===== src/rtl/de0_onchip_mem_arbiter_pkg.sv =====
// -----------------------------------------------------------------------------
// onchip_mem_arb_pkg
// Shared constants and types for the two-requester on-chip RAM arbiter.
//   ADDR_W : word address width (1024 words)
//   DATA_W : data width
//   BE_W   : byte-enable width
//   RUN_W  : width of the run-length counter (saturates at 15)
//   owner_t: identifies which requester owns a grant or a pending read
// -----------------------------------------------------------------------------
package onchip_mem_arb_pkg;

    localparam int ADDR_W = 10;
    localparam int DATA_W = 32;
    localparam int BE_W   = DATA_W / 8;
    localparam int RUN_W  = 4;

    typedef enum logic {
        R0 = 1'b0,
        R1 = 1'b1
    } owner_t;

endpackage


===== src/rtl/de0_onchip_mem_arbiter_if.sv =====
// -----------------------------------------------------------------------------
// de0_onchip_mem_arbiter_if
// Bundles both Avalon-MM requester ports and the RAM s1-side port.
//   rN_*  : requester N (address, byteenable, read, write, writedata in;
//           waitrequest, readdata, readdatavalid out of the arbiter)
//   mem_* : RAM side (address, byteenable, chipselect, write, writedata,
//           clken out of the arbiter; readdata back from the RAM)
// Modports:
//   slave  : the arbiter
//   master : the system side that drives requests and models the RAM
// -----------------------------------------------------------------------------
interface de0_onchip_mem_arbiter_if #(
    parameter int ADDR_W = onchip_mem_arb_pkg::ADDR_W,
    parameter int DATA_W = onchip_mem_arb_pkg::DATA_W
);
    localparam int BE_W = DATA_W / 8;

    logic [ADDR_W-1:0] r0_address,    r1_address;
    logic [BE_W-1:0]   r0_byteenable, r1_byteenable;
    logic              r0_read,       r1_read;
    logic              r0_write,      r1_write;
    logic [DATA_W-1:0] r0_writedata,  r1_writedata;
    logic              r0_waitrequest,   r1_waitrequest;
    logic [DATA_W-1:0] r0_readdata,      r1_readdata;
    logic              r0_readdatavalid, r1_readdatavalid;

    logic [ADDR_W-1:0] mem_address;
    logic [BE_W-1:0]   mem_byteenable;
    logic              mem_chipselect;
    logic              mem_write;
    logic [DATA_W-1:0] mem_writedata;
    logic              mem_clken;
    logic [DATA_W-1:0] mem_readdata;

    modport slave (
        input  r0_address, r0_byteenable, r0_read, r0_write, r0_writedata,
        input  r1_address, r1_byteenable, r1_read, r1_write, r1_writedata,
        output r0_waitrequest, r0_readdata, r0_readdatavalid,
        output r1_waitrequest, r1_readdata, r1_readdatavalid,
        output mem_address, mem_byteenable, mem_chipselect, mem_write,
        output mem_writedata, mem_clken,
        input  mem_readdata
    );

    modport master (
        output r0_address, r0_byteenable, r0_read, r0_write, r0_writedata,
        output r1_address, r1_byteenable, r1_read, r1_write, r1_writedata,
        input  r0_waitrequest, r0_readdata, r0_readdatavalid,
        input  r1_waitrequest, r1_readdata, r1_readdatavalid,
        input  mem_address, mem_byteenable, mem_chipselect, mem_write,
        input  mem_writedata, mem_clken,
        output mem_readdata
    );

endinterface


===== src/rtl/de0_onchip_mem_arbiter_rr2_run_grant.sv =====
// -----------------------------------------------------------------------------
// rr2_run_grant
// Two-way run-limited round-robin. The previous owner keeps the RAM while the
// other side also requests, until it has held it MAX_RUN consecutive times.
//   clk, reset_n : clock, asynchronous active-low reset
//   req[1:0]     : request from requester 1/0
//   grant[1:0]   : one-hot grant, combinational within the cycle
// -----------------------------------------------------------------------------
module rr2_run_grant #(
    parameter int MAX_RUN = 4
) (
    input  logic       clk,
    input  logic       reset_n,
    input  logic [1:0] req,
    output logic [1:0] grant
);
    import onchip_mem_arb_pkg::*;

    localparam logic [RUN_W-1:0] RUN_LIMIT = RUN_W'(MAX_RUN);
    localparam logic [RUN_W-1:0] RUN_ONE   = RUN_W'(1);
    localparam logic [RUN_W-1:0] RUN_SAT   = '1;

    owner_t            last_q,    last_d;
    logic [RUN_W-1:0]  run_cnt_q, run_cnt_d;
    logic              busy_q,    busy_d;   // a grant happened last cycle
    owner_t            owner;
    logic              any_req;

    // State register.
    // NOTE: sequential state uses non-blocking assignments so every flop
    // samples the pre-edge values regardless of statement order.
    always_ff @(posedge clk or negedge reset_n) begin
        if (!reset_n) begin
            last_q    <= R0;
            run_cnt_q <= '0;
            busy_q    <= 1'b0;
        end else begin
            last_q    <= last_d;
            run_cnt_q <= run_cnt_d;
            busy_q    <= busy_d;
        end
    end

    // Output logic: pick the owner for this cycle.
    // NOTE: every variable gets a default at the top of a combinational block
    // so no path leaves it unassigned and no latch is inferred.
    always_comb begin
        owner   = last_q;
        any_req = |req;
        case (req)
            2'b01:   owner = R0;
            2'b10:   owner = R1;
            2'b11:   owner = (run_cnt_q < RUN_LIMIT) ? last_q
                           : ((last_q == R0) ? R1 : R0);
            default: owner = last_q;
        endcase
        grant = 2'b00;
        if (any_req) grant = (owner == R1) ? 2'b10 : 2'b01;
    end

    // Next-state logic. run_cnt is held across idle cycles (it still steers
    // the next contended grant) but restarts at 1 on the first grant after one.
    always_comb begin
        last_d    = last_q;
        run_cnt_d = run_cnt_q;
        busy_d    = any_req;
        if (any_req) begin
            last_d = owner;
            if (!busy_q || owner != last_q) begin
                run_cnt_d = RUN_ONE;
            end else if (run_cnt_q != RUN_SAT) begin
                run_cnt_d = run_cnt_q + RUN_ONE;
            end
        end
    end

endmodule


===== src/rtl/de0_onchip_mem_arbiter.sv =====
// -----------------------------------------------------------------------------
// de0_onchip_mem_arbiter
// Shares the single-port 1024x32 on-chip RAM between two Avalon-MM masters.
// One transfer per clock, run-limited round-robin, one-cycle read return
// routed back to the issuing requester.
//   clk, reset_n : clock, asynchronous active-low reset
//   bus          : requester ports r0_*/r1_* and RAM port mem_* (slave modport)
// -----------------------------------------------------------------------------
module de0_onchip_mem_arbiter #(
    parameter int ADDR_W  = onchip_mem_arb_pkg::ADDR_W,
    parameter int DATA_W  = onchip_mem_arb_pkg::DATA_W,
    parameter int MAX_RUN = 4
) (
    input  logic                     clk,
    input  logic                     reset_n,
    de0_onchip_mem_arbiter_if.slave  bus
);
    import onchip_mem_arb_pkg::*;

    localparam int BYTES = DATA_W / 8;

    logic              active_q;
    logic [1:0]        req;
    logic [1:0]        grant;
    logic              rd_accept;
    logic              rd_pend_q,  rd_pend_d;
    owner_t            rd_owner_q, rd_owner_d;
    logic              rdv0, rdv1;
    logic [ADDR_W-1:0] mem_address;
    logic [BYTES-1:0]  mem_byteenable;
    logic [DATA_W-1:0] mem_writedata;
    logic              mem_write;

    // Requests are ignored until the first edge that sees reset_n high, so the
    // first transfer can only be accepted on the edge after that.
    always_ff @(posedge clk or negedge reset_n) begin
        if (!reset_n) active_q <= 1'b0;
        else          active_q <= 1'b1;
    end

    assign req = {bus.r1_read | bus.r1_write, bus.r0_read | bus.r0_write}
               & {2{active_q}};

    rr2_run_grant #(.MAX_RUN(MAX_RUN)) u_grant (
        .clk     (clk),
        .reset_n (reset_n),
        .req     (req),
        .grant   (grant)
    );

    // RAM-side mux. A write strobe overrides a simultaneous read strobe.
    always_comb begin
        mem_address    = '0;
        mem_byteenable = '0;
        mem_writedata  = '0;
        mem_write      = 1'b0;
        rd_accept      = 1'b0;
        if (grant[0]) begin
            mem_address    = bus.r0_address;
            mem_byteenable = bus.r0_byteenable;
            mem_writedata  = bus.r0_writedata;
            mem_write      = bus.r0_write;
            rd_accept      = bus.r0_read & ~bus.r0_write;
        end else if (grant[1]) begin
            mem_address    = bus.r1_address;
            mem_byteenable = bus.r1_byteenable;
            mem_writedata  = bus.r1_writedata;
            mem_write      = bus.r1_write;
            rd_accept      = bus.r1_read & ~bus.r1_write;
        end
    end

    assign bus.mem_address    = mem_address;
    assign bus.mem_byteenable = mem_byteenable;
    assign bus.mem_writedata  = mem_writedata;
    assign bus.mem_write      = mem_write;
    assign bus.mem_chipselect = |grant;
    assign bus.mem_clken      = reset_n;

    // Read-return pipeline: one stage matching the RAM's read latency.
    assign rd_pend_d  = rd_accept;
    assign rd_owner_d = grant[1] ? R1 : R0;

    always_ff @(posedge clk or negedge reset_n) begin
        if (!reset_n) begin
            rd_pend_q  <= 1'b0;
            rd_owner_q <= R0;
        end else begin
            rd_pend_q  <= rd_pend_d;
            rd_owner_q <= rd_owner_d;
        end
    end

    assign rdv0 = rd_pend_q & (rd_owner_q == R0);
    assign rdv1 = rd_pend_q & (rd_owner_q == R1);

    assign bus.r0_readdatavalid = rdv0;
    assign bus.r1_readdatavalid = rdv1;
    assign bus.r0_readdata      = rdv0 ? bus.mem_readdata : '0;
    assign bus.r1_readdata      = rdv1 ? bus.mem_readdata : '0;
    assign bus.r0_waitrequest   = ~req[0] | ~grant[0];
    assign bus.r1_waitrequest   = ~req[1] | ~grant[1];

endmodule


===== src/flat_wrapper.sv =====
// flat-port wrapper written by rule: the top's interface ports become plain ports
module de0_onchip_mem_arbiter_flat import onchip_mem_arb_pkg::*;
#(
    parameter int ADDR_W  = onchip_mem_arb_pkg::ADDR_W,
    parameter int DATA_W  = onchip_mem_arb_pkg::DATA_W,
    parameter int MAX_RUN = 4
)
  (clk, reset_n, bus_r0_address, bus_r0_byteenable, bus_r0_read, bus_r0_write, bus_r0_writedata, bus_r1_address, bus_r1_byteenable, bus_r1_read, bus_r1_write, bus_r1_writedata, bus_r0_waitrequest, bus_r0_readdata, bus_r0_readdatavalid, bus_r1_waitrequest, bus_r1_readdata, bus_r1_readdatavalid, bus_mem_address, bus_mem_byteenable, bus_mem_chipselect, bus_mem_write, bus_mem_writedata, bus_mem_clken, bus_mem_readdata);
  de0_onchip_mem_arbiter_if #(.ADDR_W(ADDR_W), .DATA_W(DATA_W)) bus_i ();
  input  logic clk;
  input  logic reset_n;
  input wire logic [$bits(bus_i.r0_address)-1:0] bus_r0_address;
  input wire logic [$bits(bus_i.r0_byteenable)-1:0] bus_r0_byteenable;
  input wire logic [$bits(bus_i.r0_read)-1:0] bus_r0_read;
  input wire logic [$bits(bus_i.r0_write)-1:0] bus_r0_write;
  input wire logic [$bits(bus_i.r0_writedata)-1:0] bus_r0_writedata;
  input wire logic [$bits(bus_i.r1_address)-1:0] bus_r1_address;
  input wire logic [$bits(bus_i.r1_byteenable)-1:0] bus_r1_byteenable;
  input wire logic [$bits(bus_i.r1_read)-1:0] bus_r1_read;
  input wire logic [$bits(bus_i.r1_write)-1:0] bus_r1_write;
  input wire logic [$bits(bus_i.r1_writedata)-1:0] bus_r1_writedata;
  output wire logic [$bits(bus_i.r0_waitrequest)-1:0] bus_r0_waitrequest;
  output wire logic [$bits(bus_i.r0_readdata)-1:0] bus_r0_readdata;
  output wire logic [$bits(bus_i.r0_readdatavalid)-1:0] bus_r0_readdatavalid;
  output wire logic [$bits(bus_i.r1_waitrequest)-1:0] bus_r1_waitrequest;
  output wire logic [$bits(bus_i.r1_readdata)-1:0] bus_r1_readdata;
  output wire logic [$bits(bus_i.r1_readdatavalid)-1:0] bus_r1_readdatavalid;
  output wire logic [$bits(bus_i.mem_address)-1:0] bus_mem_address;
  output wire logic [$bits(bus_i.mem_byteenable)-1:0] bus_mem_byteenable;
  output wire logic [$bits(bus_i.mem_chipselect)-1:0] bus_mem_chipselect;
  output wire logic [$bits(bus_i.mem_write)-1:0] bus_mem_write;
  output wire logic [$bits(bus_i.mem_writedata)-1:0] bus_mem_writedata;
  output wire logic [$bits(bus_i.mem_clken)-1:0] bus_mem_clken;
  input wire logic [$bits(bus_i.mem_readdata)-1:0] bus_mem_readdata;
  assign bus_i.r0_address = bus_r0_address;
  assign bus_i.r0_byteenable = bus_r0_byteenable;
  assign bus_i.r0_read = bus_r0_read;
  assign bus_i.r0_write = bus_r0_write;
  assign bus_i.r0_writedata = bus_r0_writedata;
  assign bus_i.r1_address = bus_r1_address;
  assign bus_i.r1_byteenable = bus_r1_byteenable;
  assign bus_i.r1_read = bus_r1_read;
  assign bus_i.r1_write = bus_r1_write;
  assign bus_i.r1_writedata = bus_r1_writedata;
  assign bus_r0_waitrequest = bus_i.r0_waitrequest;
  assign bus_r0_readdata = bus_i.r0_readdata;
  assign bus_r0_readdatavalid = bus_i.r0_readdatavalid;
  assign bus_r1_waitrequest = bus_i.r1_waitrequest;
  assign bus_r1_readdata = bus_i.r1_readdata;
  assign bus_r1_readdatavalid = bus_i.r1_readdatavalid;
  assign bus_mem_address = bus_i.mem_address;
  assign bus_mem_byteenable = bus_i.mem_byteenable;
  assign bus_mem_chipselect = bus_i.mem_chipselect;
  assign bus_mem_write = bus_i.mem_write;
  assign bus_mem_writedata = bus_i.mem_writedata;
  assign bus_mem_clken = bus_i.mem_clken;
  assign bus_i.mem_readdata = bus_mem_readdata;
  de0_onchip_mem_arbiter #(.ADDR_W(ADDR_W), .DATA_W(DATA_W), .MAX_RUN(MAX_RUN)) u_core (.clk(clk), .reset_n(reset_n), .bus(bus_i));
endmodule

===== config.mk =====
export PLATFORM = sky130hd
export DESIGN_NAME = de0_onchip_mem_arbiter_flat
export DESIGN_NICKNAME = d
export VERILOG_FILES = /design/src/rtl/de0_onchip_mem_arbiter_pkg.sv /design/src/rtl/de0_onchip_mem_arbiter_if.sv /design/src/rtl/de0_onchip_mem_arbiter_rr2_run_grant.sv /design/src/rtl/de0_onchip_mem_arbiter.sv /design/src/flat_wrapper.sv
export SDC_FILE = /design/constraint.sdc
export NUM_CORES = 1
export LEC_CHECK = 0
export ABC_AREA = 1
export CAP_MARGIN = 20
export CORE_ASPECT_RATIO = 1.25
export CORE_MARGIN = 8
export CORE_UTILIZATION = 19
export CTS_BUF_LIST = sky130_fd_sc_hd__clkbuf_8
export CTS_CLUSTER_DIAMETER = 200
export CTS_CLUSTER_SIZE = 40
export DETAILED_ROUTE_END_ITERATION = 12
export PLACE_DENSITY = 0.81
export SYNTH_ARGS = -nofsm -noshare
export SYNTH_HDL_FRONTEND = slang
export SYNTH_SLANG_ARGS = --single-unit

===== constraint.sdc =====
create_clock -name clk -period 1.52 [get_ports clk]
set_clock_uncertainty 0.1 [all_clocks]
set_input_delay 0.304 -clock clk [delete_from_list [all_inputs] [get_ports clk]]
set_output_delay 0.304 -clock clk [all_outputs]
set_load 0.03 [all_outputs]

==> flow_metrics.py, run 1 <==
metrics = {
    "synthesis": {
        "yosys.area.top_type": "a22o_1",
        "syn_inst": 227,
        "ys_top_cells_by_area": "a22o_1 (29%), nor2_1 (18%), dfrtp_1 (16%)",
        "synthXorXnorAreaFrac_pct": 1.25,
        "ys_seq_area_share_pct": 16.1,
        "synth_edf_count": 0,
        "ys.flop_type": "dfrtp_1",
        "synth-simple-area-share_pct": 29.4,
        "synthMuxAreaShare_pct": 0,
        "synth_top_family_by_area": "compound AO/OA/AOI/OAI gates",
        "synth_top_cell_area_share_pct": 28.9,
        "yosysMostFrequentCell": "nor2_1",
        "syn_area_mm2": 0.00140,
        "syn_nets": 358,
        "yosys-top-cells-count": "nor2_1 (68), a22o_1 (46), inv_1 (44)",
        "synth_compound_area_share_pct": 30.8,
        "synth_warnings": 0,
        "async_reset_ff_share_pct": 100,
        "synth_cell_types": 24,
        "synth_adder_area_share_pct": 0.896,
        "ys_ff_latch": 9,
        "avgSynthCellArea_um2": 6.15,
    },
    "final_layout": {
        "drive_above_1_share_pct": 61.6,
        "syn2layout_area_growth_pct": 342,
        "num-nets-final": 661,
        "final_util_pct": 85.0,
        "fillCellCount": 317,
    },
    "placed_design": {
        "port_buffers": 246,
        "finalWeightedCongestion": 0.876,
        "dp_hpwl_mm": 9.25,
        "place_ws_ns": -0.835,
    },
    "detailed_routing": {
        "wl_mm": 16.3,
        "via_per_inst": 4.88,
        "drcViolationCount": 0,
        "vias": 3040,
        "drtAntennaViolNets": 0,
        "first_pass_iters": 4,
        "wl_per_cell_um": 26.2,
        "drt_iter0_drc": 102,
    },
    "setup_path": {
        "crit_required_ns": 1.12,
        "path_class": "input pin to output pin",
        "start_kind": "input pin",
        "crit_fanout": 3,
        "end_kind": "output pin",
        "r2r_start": "u_core.u_grant.run_cnt_q[3]",
        "startpoint": "bus_r1_read",
        "critPathArrivalTime_ns": 1.92,
    },
    "clock_tree": {
        "cts_buffer_depth": 2,
        "tritoncts": "done",
        "root_buffer": "clkbuf_8",
        "clock_latency_ns": 0.25,
        "ctsHoldBuffers": 0,
        "htreeDepth": 1,
        "numCtsBuffers": 3,
        "cts_sinks": 9,
        "path_clk_slew_ns": 0.05,
    },
    "outcome": {
        "outcome": "finished, violations left",
        "violations": "setup timing",
    },
    "die": {
        "die_height_um": 112,
        "die_w_um": 92.7,
        "rows": 35,
        "io_pins": 247,
        "start_util_pct": 19.2,
        "core_area_mm2": 0.00727,
        "dieArea_mm2": 0.0104,
    },
    "timing": {
        "final.period_utilization_pct": 153,
        "fin_ws_ns": -0.800,
        "rsz0062_at_grt": "true",
        "finalSetupViolations": 124,
        "min_period_ns": 2.32,
        "finalHoldViolations": 0,
        "final_max_slew_viol_count": 0,
        "fmax_mhz": 431,
    },
    "grt": {
        "grt_pass1_vias": 3411,
        "grt_start_max_net_pins": 18,
        "antenna_found_initial": 1,
        "grt_overflow": 0,
        "grt_pass1_wl_mm": 21.2,
        "grt.total_usage_pct": 26.4,
    },
    "power_and_ir_drop": {
        "p_leak_nw": 2.82,
        "ir_drop_mv": 0.570,
        "power_density_mw_per_mm2": 650,
    },
    "run": {
        "maxCapViolCount": 0,
    },
    "worst_hold_path": {
        "min_path_type": "input pin to asynchronous set/reset pin",
    },
}
## placed cells by master (no fill, tap or decap)
cell type,netlist,layout
o21ai_2,0,2
nor2_1,68,1
clkinv_4,0,1
inv_1,44,39
diode_2,0,2
o21ai_4,0,1
nand3_4,0,1
buf_16,0,10
nand2_1,14,11
nand2_2,2,1
nand4_1,5,5
buf_4,2,24
inv_2,3,6
nand2_4,0,3
clkbuf_16,0,2
conb_1,1,1
nor2_4,1,68
inv_4,1,2
xor2_1,2,2
inv_6,0,1
buf_12,0,29
o211ai_1,1,1
nand3_1,5,3
buf_8,0,1
a21oi_1,1,1
clkbuf_8,0,3
nand2_8,0,1
nand3_2,1,2
clkdlybuf4s50_1,0,125
buf_6,5,120
a22o_4,0,46
dfrtp_1,9,9
dlygate4sd2_1,0,4
nor2_2,2,2
ha_1,1,1
## final cells by class
cell class / count / area [um^2] / area share, %
diodes: 2 / 5.00 / 0.0810
clock buffers: 3 / 41.3 / 0.668
clock inverters: 1 / 3.75 / 0.0608
inverters: 48 / 195 / 3.16
multi-input cells: 153 / 1850 / 30.0
flip-flops and latches: 9 / 225 / 3.65
well taps: 92 / 115 / 1.86
repair buffers: 315 / 3740 / 60.5
## what timing repair did
action / 4_1_cts / 5_1_grt
gates resized for setup: 214 / 67
gates cloned: 14 / 2
pin swaps: 28 / 31
endpoints found under the setup margin: 121 / 122
setup buffers: 28 / 21
## per-stage QoR
stage               hold WS [ns]  total power [mW]  setup TNS [ns]  instances  area (um^2)
floorplan                -0.0916              1.65          -15.16        227         2040
finish                     0.272              4.01          -53.16        623         6180
CTS                        0.290              3.77          -50.12        616         6020
global placement           0.392              2.64          -40.04        571         4560
global route               0.296              4.15          -58.75        622         6170
detailed placement         0.406              2.68          -41.46        571         4560
## critical path, stage by stage
cell and delay, ns:
dlygate4sd2_1 0.33, nor2_2 0.09, nor2_4 0.18, nand3_4 0.10, nand2_4 0.11, inv_6 0.05, nor2_4 0.14, buf_6 0.13
buf_6 0.09, inv_4 0.04, o21ai_4 0.19, buf_12 0.15
## sequential cells by signal, indices dropped and copies added (netlist names)
name and count:
u_core.u_grant.run_cnt_q 4, u_core.active_q 1, u_core.rd_owner_q 1, u_core.rd_pend_q 1, u_core.u_grant.busy_q 1, u_core.u_grant.last_q 1
## final timing paths
| path | slack, ns | cells past startpoint | end |
|---|---|---|---|
| worst max register to register | -0.53 | 13 | u_core.u_grant.run_cnt_q[0] |
| worst max-delay path | -0.80 | 12 | bus_mem_write |
| worst min register to register | 0.43 | 2 | u_core.u_grant.run_cnt_q[1] |
| worst min-delay path | 0.27 | 2 | u_core.u_grant.run_cnt_q[1] |
| min in group clk | 0.43 | 2 | u_core.u_grant.run_cnt_q[1] |
| max in group asynchronous | 0.91 | 2 | u_core.rd_pend_q |
## logic make-up after synthesis
family,count (synthesis)
buffers and inverters,65
other,1
adder cells (fa/ha/maj),1
AO/OA/AOI/OAI,51
AND/OR/NAND/NOR,98
XOR/XNOR,2
flip-flops,9
## power breakdown
group / switching [mW] / internal [mW] / total, mW
Clock: 0.117 / 0.178 / 0.295
Sequential: 0.0336 / 0.276 / 0.309
Combinational: 1.62 / 1.78 / 3.41
## routing by layer
metal	vias up	track usage (%)	part of all wire (%)
li1	1355	-	-
met1	1426	26.5	32
met2	224	48.6	52
met3	35	8.82	11
met4	0	9.81	4.4
met5	-	0	0
Note: power is estimated with default switching activity, not from simulation.
==> run 2, diff against run 1 <==
--- a/constraint.sdc
+++ b/constraint.sdc
@@ -4,2 +4,2 @@
 set_output_delay 0.304 -clock clk [all_outputs]
-set_load 0.03 [all_outputs]
+set_load 0.02 [all_outputs]
==> run 2 against run 1 <==
The flow still finishes with violations (setup timing). Register-to-register slack lost 0.19 ns. Critical path depth fell by 2. Setup slack gained 0.0066 ns. Critical path type is now flop to output pin. Largest power group unchanged.
==> flow_metrics.py, run 2 (same netlist as run 1, synthesis figures left out) <==
metrics = {
    "outcome": {
        "outcome": "finished, violations left",
        "violations": "setup timing",
    },
    "timing": {
        "finalSetupViolations": 122,
        "min_period_ns": 2.31,
        "rsz0062_at_grt": "true",
        "finalHoldViolations": 0,
        "final_max_slew_viol_count": 0,
        "finalSetupTns_ns": -59.83,
        "fmax_mhz": 432,
        "whs_ns": 0.282,
        "fin_ws_ns": -0.793,
        "final.period_utilization_pct": 152,
    },
    "worst_hold_path": {
        "min_path_type": "input pin to asynchronous set/reset pin",
    },
    "power_and_ir_drop": {
        "power_density_mw_per_mm2": 601,
        "seqPwrFrac_pct": 8.8,
        "power.total_mw": 3.58,
        "ir_drop_mv": 0.509,
        "p_leak_nw": 2.75,
        "clkPwrFrac_pct": 7.7,
        "cell_internal_pwr_mw": 2.08,
        "pwr-share-comb_pct": 83.5,
        "switching_power_mw": 1.49,
        "sw_frac_of_total_pct": 41.7,
    },
    "detailed_routing": {
        "wl_mm": 15.3,
        "vias": 3089,
        "first_pass_iters": 4,
        "wl_per_cell_um": 24.1,
        "drcViolationCount": 0,
        "via_per_inst": 4.85,
        "drtAntennaViolNets": 0,
        "drt_iter0_drc": 110,
    },
    "grt": {
        "met1_usage_pct": 22.8,
        "grt_overflow": 0,
        "grt_use_met2_pct": 48.0,
        "grt.total_usage_pct": 24.6,
        "met3_usage_pct": 8.82,
        "grt_start_max_net_pins": 33,
        "antenna_found_initial": 0,
        "busiest_layer": "met2",
        "grt_pass1_vias": 3429,
        "grt_pass1_wl_mm": 19.9,
    },
    "placed_design": {
        "finalWeightedCongestion": 0.819,
        "postPlaceCellArea_mm2": 0.00451,
        "dp_cells": 570,
        "port_buffers": 246,
        "place_ws_ns": -1.29,
        "dp_hpwl_mm": 9.16,
    },
    "die": {
        "core_area_mm2": 0.00727,
        "dieArea_mm2": 0.0104,
        "start_util_pct": 19.2,
        "rows": 35,
        "die_height_um": 112,
        "die_w_um": 92.7,
        "io_pins": 247,
    },
    "final_layout": {
        "drive_above_1_share_pct": 59.4,
        "num-nets-final": 677,
        "final_cell_mix": "buf_6 (148), clkdlybuf4s50_1 (125), nor2_4 (69), inv_1 (38), buf_4 (30)",
        "largest-register": "u_core.u_grant.run_cnt_q",
        "stdcell_area_mm2": 0.00595,
        "num_antenna_cells": 0,
        "syn2layout_area_growth_pct": 326,
        "layoutNonFillerInstCount": 637,
        "largest_reg_flops": 4,
        "fillCellCount": 380,
        "layout_commonest_cell": "buf_6",
        "final_util_pct": 81.9,
    },
    "setup_path": {
        "cp_slowest_stage_delay_ns": 0.41,
        "crit_family": "buffers and inverters",
        "crit_fanout": 5,
        "crit_chain": "inv_2, nor2_4, buf_6, nor2_4, nor2_4, buf_12, buf_4, clkbuf_16, a22o_4, buf_6",
        "start_kind": "flop",
        "worst_path_max_delay_cell": "dfrtp_1",
        "crit_required_ns": 1.12,
        "cp_common_cell": "nor2_4",
        "critPathArrivalTime_ns": 1.91,
        "path_buf_inv": 6,
        "end_kind": "output pin",
        "path_class": "flop to output pin",
    },
    "clock_tree": {
        "cts_buffer_depth": 2,
        "numCtsBuffers": 3,
        "clock_latency_ns": 0.24,
        "tritoncts": "done",
        "htreeDepth": 1,
        "path_clk_slew_ns": 0.05,
        "cts_sinks": 9,
        "root_buffer": "clkbuf_8",
    },
    "run": {
        "maxCapViolCount": 0,
    },
}
==> run 2: final cells by class <==
class	count	area [um^2]	share of cell area [%]
Inverter	48	200	3.36
Clock buffer	3	41.3	0.694
Multi-Input combinational cell	153	1690	28.3
Sequential cell	9	226	3.80
Timing Repair Buffer	331	3680	61.8
Clock inverter	1	3.75	0.0631
Tap cell	92	115	1.93
==> run 2: routing by layer <==
metal / vias up / routed length [um]
met1: 1469 / 5170
met3: 22 / 1610
li1: 1378 / -
met5: - / 0
met2: 220 / 8260
met4: 0 / 293
==> run 2: timing repair <==
item | CTS | global route
gates cloned | 8 | 4
endpoints found under the setup margin | 123 | 122
buffers inserted | 35 | 32
hold buffers | 0 | 0
pin swaps | 11 | 30
resized for setup | 754 | 124
==> run 2: worst paths after layout <==
check                                             from                           to  slack [ns]  cells after the start
max                                    u_core.active_q         bus_mem_writedata[1]       -0.79                     10
min                                            reset_n             u_core.rd_pend_q        0.28                      2
max reg2reg                u_core.u_grant.run_cnt_q[3]  u_core.u_grant.run_cnt_q[1]       -0.72                     16
min reg2reg                u_core.u_grant.run_cnt_q[1]  u_core.u_grant.run_cnt_q[1]        0.47                      2
max in group asynchronous                      reset_n             u_core.rd_pend_q        0.89                      2
min in group clk                           bus_r1_read             u_core.rd_pend_q        0.29                      3
==> run 2: power by group through the flow <==
stage | combinational [mW] | clock (mW) | sequential, mW
finish | 2.99 | 0.277 | 0.314
floorplan | 1.03 | 0 | 0.306
CTS | 2.64 | 0.277 | 0.311
global route | 3.10 | 0.291 | 0.316
detailed placement | 2.10 | 0 | 0.310
global placement | 2.07 | 0 | 0.307
==> run 3, diff against run 2 <==
Settings changed: GPL_TIMING_DRIVEN from default to 0.
==> run 3 against run 2 <==
The run still ends with setup timing left. First-iteration DRC count decreased by 14%. Sequential power about the same. Highest routed layer unchanged. Sequential cell count did not move. Power decreased by 3.3%. Setup slack better by 0.0069 ns.
==> flow_metrics.py, run 3 (same netlist as run 1, synthesis figures left out) <==
metrics = {
    "timing": {
        "finalSetupTns_ns": -51.26,
        "rsz0062_at_grt": "true",
        "final_max_slew_viol_count": 0,
        "fin_ws_ns": -0.786,
        "fmax_mhz": 434,
        "final.period_utilization_pct": 152,
        "min_period_ns": 2.31,
        "finalHoldViolations": 0,
        "finalSetupViolations": 122,
    },
    "setup_path": {
        "end_kind": "output pin",
        "path_class": "flop to output pin",
        "cp_slowest_stage_delay_ns": 0.42,
        "cp_common_cell": "nor2_4",
        "crit_required_ns": 1.12,
        "crit_chain": "inv_2, nor2_4, buf_4, nor2_4, nor2_4, buf_6, buf_8, buf_16, a22o_4, buf_6",
        "crit_fanout": 5,
        "critPathArrivalTime_ns": 1.90,
        "worst_path_max_delay_cell": "dfrtp_1",
        "start_kind": "flop",
    },
    "grt": {
        "grt_pass1_vias": 3307,
        "antenna_found_initial": 0,
        "grt_overflow": 0,
        "grt_start_max_net_pins": 11,
        "grt_pass1_wl_mm": 18.3,
        "grt.total_usage_pct": 22.2,
    },
    "final_layout": {
        "final_util_pct": 80.1,
        "num-nets-final": 670,
        "largest_reg_flops": 4,
        "final_cell_mix": "buf_6 (149), clkdlybuf4s50_1 (124), nor2_4 (69), inv_1 (39), a22o_4 (24)",
        "syn2layout_area_growth_pct": 317,
        "layout_commonest_cell": "buf_6",
        "stdcell_area_mm2": 0.00582,
        "layoutNonFillerInstCount": 630,
        "largest-register": "u_core.u_grant.run_cnt_q",
        "drive_above_1_share_pct": 58.7,
        "fillCellCount": 421,
        "num_antenna_cells": 0,
    },
    "detailed_routing": {
        "wl_mm": 14.6,
        "vias": 3031,
        "wl_per_cell_um": 23.1,
        "via_per_inst": 4.81,
        "drt_iter0_drc": 95,
        "drtAntennaViolNets": 0,
        "drcViolationCount": 0,
        "first_pass_iters": 4,
    },
    "clock_tree": {
        "cts_sinks": 9,
        "clock_latency_ns": 0.24,
        "cts_buffer_depth": 2,
        "tritoncts": "done",
        "htreeDepth": 1,
        "numCtsBuffers": 3,
        "path_clk_slew_ns": 0.05,
        "root_buffer": "clkbuf_8",
    },
    "die": {
        "start_util_pct": 19.2,
        "die_height_um": 112,
        "dieArea_mm2": 0.0104,
        "rows": 35,
        "io_pins": 247,
        "die_w_um": 92.7,
        "core_area_mm2": 0.00727,
    },
    "power_and_ir_drop": {
        "p_leak_nw": 2.69,
        "switching_power_mw": 1.44,
        "sw_frac_of_total_pct": 41.7,
        "seqPwrFrac_pct": 9.0,
        "ir_drop_mv": 0.479,
        "pwr-share-comb_pct": 82.8,
        "clkPwrFrac_pct": 8.1,
        "cell_internal_pwr_mw": 2.02,
        "power_density_mw_per_mm2": 594,
    },
    "placed_design": {
        "dp_hpwl_mm": 9.15,
        "finalWeightedCongestion": 0.821,
        "postPlaceCellArea_mm2": 0.00442,
        "port_buffers": 246,
        "dp_cells": 565,
    },
    "outcome": {
        "outcome": "finished, violations left",
        "violations": "setup timing",
    },
    "worst_hold_path": {
        "min_path_type": "input pin to flop",
    },
    "run": {
        "maxCapViolCount": 0,
    },
}
[run 3: changes by cell type in the layout (fill, tap and decap cells not counted), sizes merged]
cell           previous run  this run
dlygate4sd3               0         1
dlygate4sd2               2         4
buf                     199       189
clkdlybuf4s50           125       124
clkinv                    1         0
clkbuf                    6         8
inv                      48        49
clkdlybuf4s15             2         1
[run 3: routing by layer]
metal / routed length [um] / up-vias / track usage (%)
met3: 1400 / 26 / 8.55
met5: 0 / - / 0
met4: 388 / 0 / 4.74
met1: 5180 / 1452 / 21.3
li1: - / 1359 / -
met2: 7600 / 194 / 42.9
[run 3: per-stage QoR]
stage / hold slack, ns / setup slack, ns / power [mW]
floorplan: -0.0916 / -0.316 / 1.34
global placement: 0.394 / -1.34 / 2.31
detailed placement: 0.404 / -1.39 / 2.34
CTS: 0.392 / -0.772 / 3.14
global route: 0.425 / -0.834 / 3.59
finish: 0.412 / -0.786 / 3.46
[run 3: path summary, 6_finish.rpt]
| path | start | end | slack [ns] | depth (start not counted) |
|---|---|---|---|---|
| max | u_core.active_q | bus_mem_writedata[0] | -0.79 | 10 |
| min | bus_r1_read | u_core.rd_pend_q | 0.41 | 3 |
| max reg2reg | u_core.u_grant.run_cnt_q[2] | u_core.u_grant.run_cnt_q[0] | -0.17 | 11 |
| min reg2reg | u_core.u_grant.run_cnt_q[1] | u_core.u_grant.run_cnt_q[1] | 0.42 | 2 |
| max in group asynchronous | reset_n | u_core.rd_owner_q | 0.58 | 2 |
| min in group asynchronous | reset_n | u_core.u_grant.busy_q | 0.43 | 2 |
[run 3: worst max-delay path, delay by kind of cell, from the launching register on]
family / cells / cell delay [ns]
buffers and inverters: 6 / 0.76
AND/OR/NAND/NOR: 3 / 0.25
AO/OA/AOI/OAI: 1 / 0.23
flip-flops: 1 / 0.42
[run 3: area by class of cell]
| type | count | area, um^2 | area share (%) |
|---|---|---|---|
| Timing Repair Buffer | 314 | 3420 | 58.7 |
| Multi-Input combinational cell | 153 | 1660 | 28.5 |
| Sequential cell | 9 | 228 | 3.91 |
| Inverter | 48 | 190 | 3.27 |
| Buffer | 10 | 165 | 2.84 |
| Tap cell | 92 | 115 | 1.98 |
| Clock buffer | 3 | 41.3 | 0.709 |
| Clock inverter | 1 | 3.75 | 0.0645 |
[run 3: timing repair]
item | 4_1_cts | 5_1_grt
pin swaps | 26 | 32
endpoints found under the hold margin | 9 | 0
setup endpoints to repair | 124 | 122
gates cloned | 8 | 2
buffers inserted | 37 | 27
hold buffers | 1 | 0
gates resized for setup | 809 | 109
[run 3: power groups by stage]
stage | Combinational [mW] | Sequential [mW] | Clock [mW]
floorplan | 1.03 | 0.306 | 0
global placement | 1.99 | 0.313 | 0
detailed placement | 2.02 | 0.315 | 0
CTS | 2.54 | 0.314 | 0.280
global route | 2.98 | 0.317 | 0.291
finish | 2.86 | 0.313 | 0.281
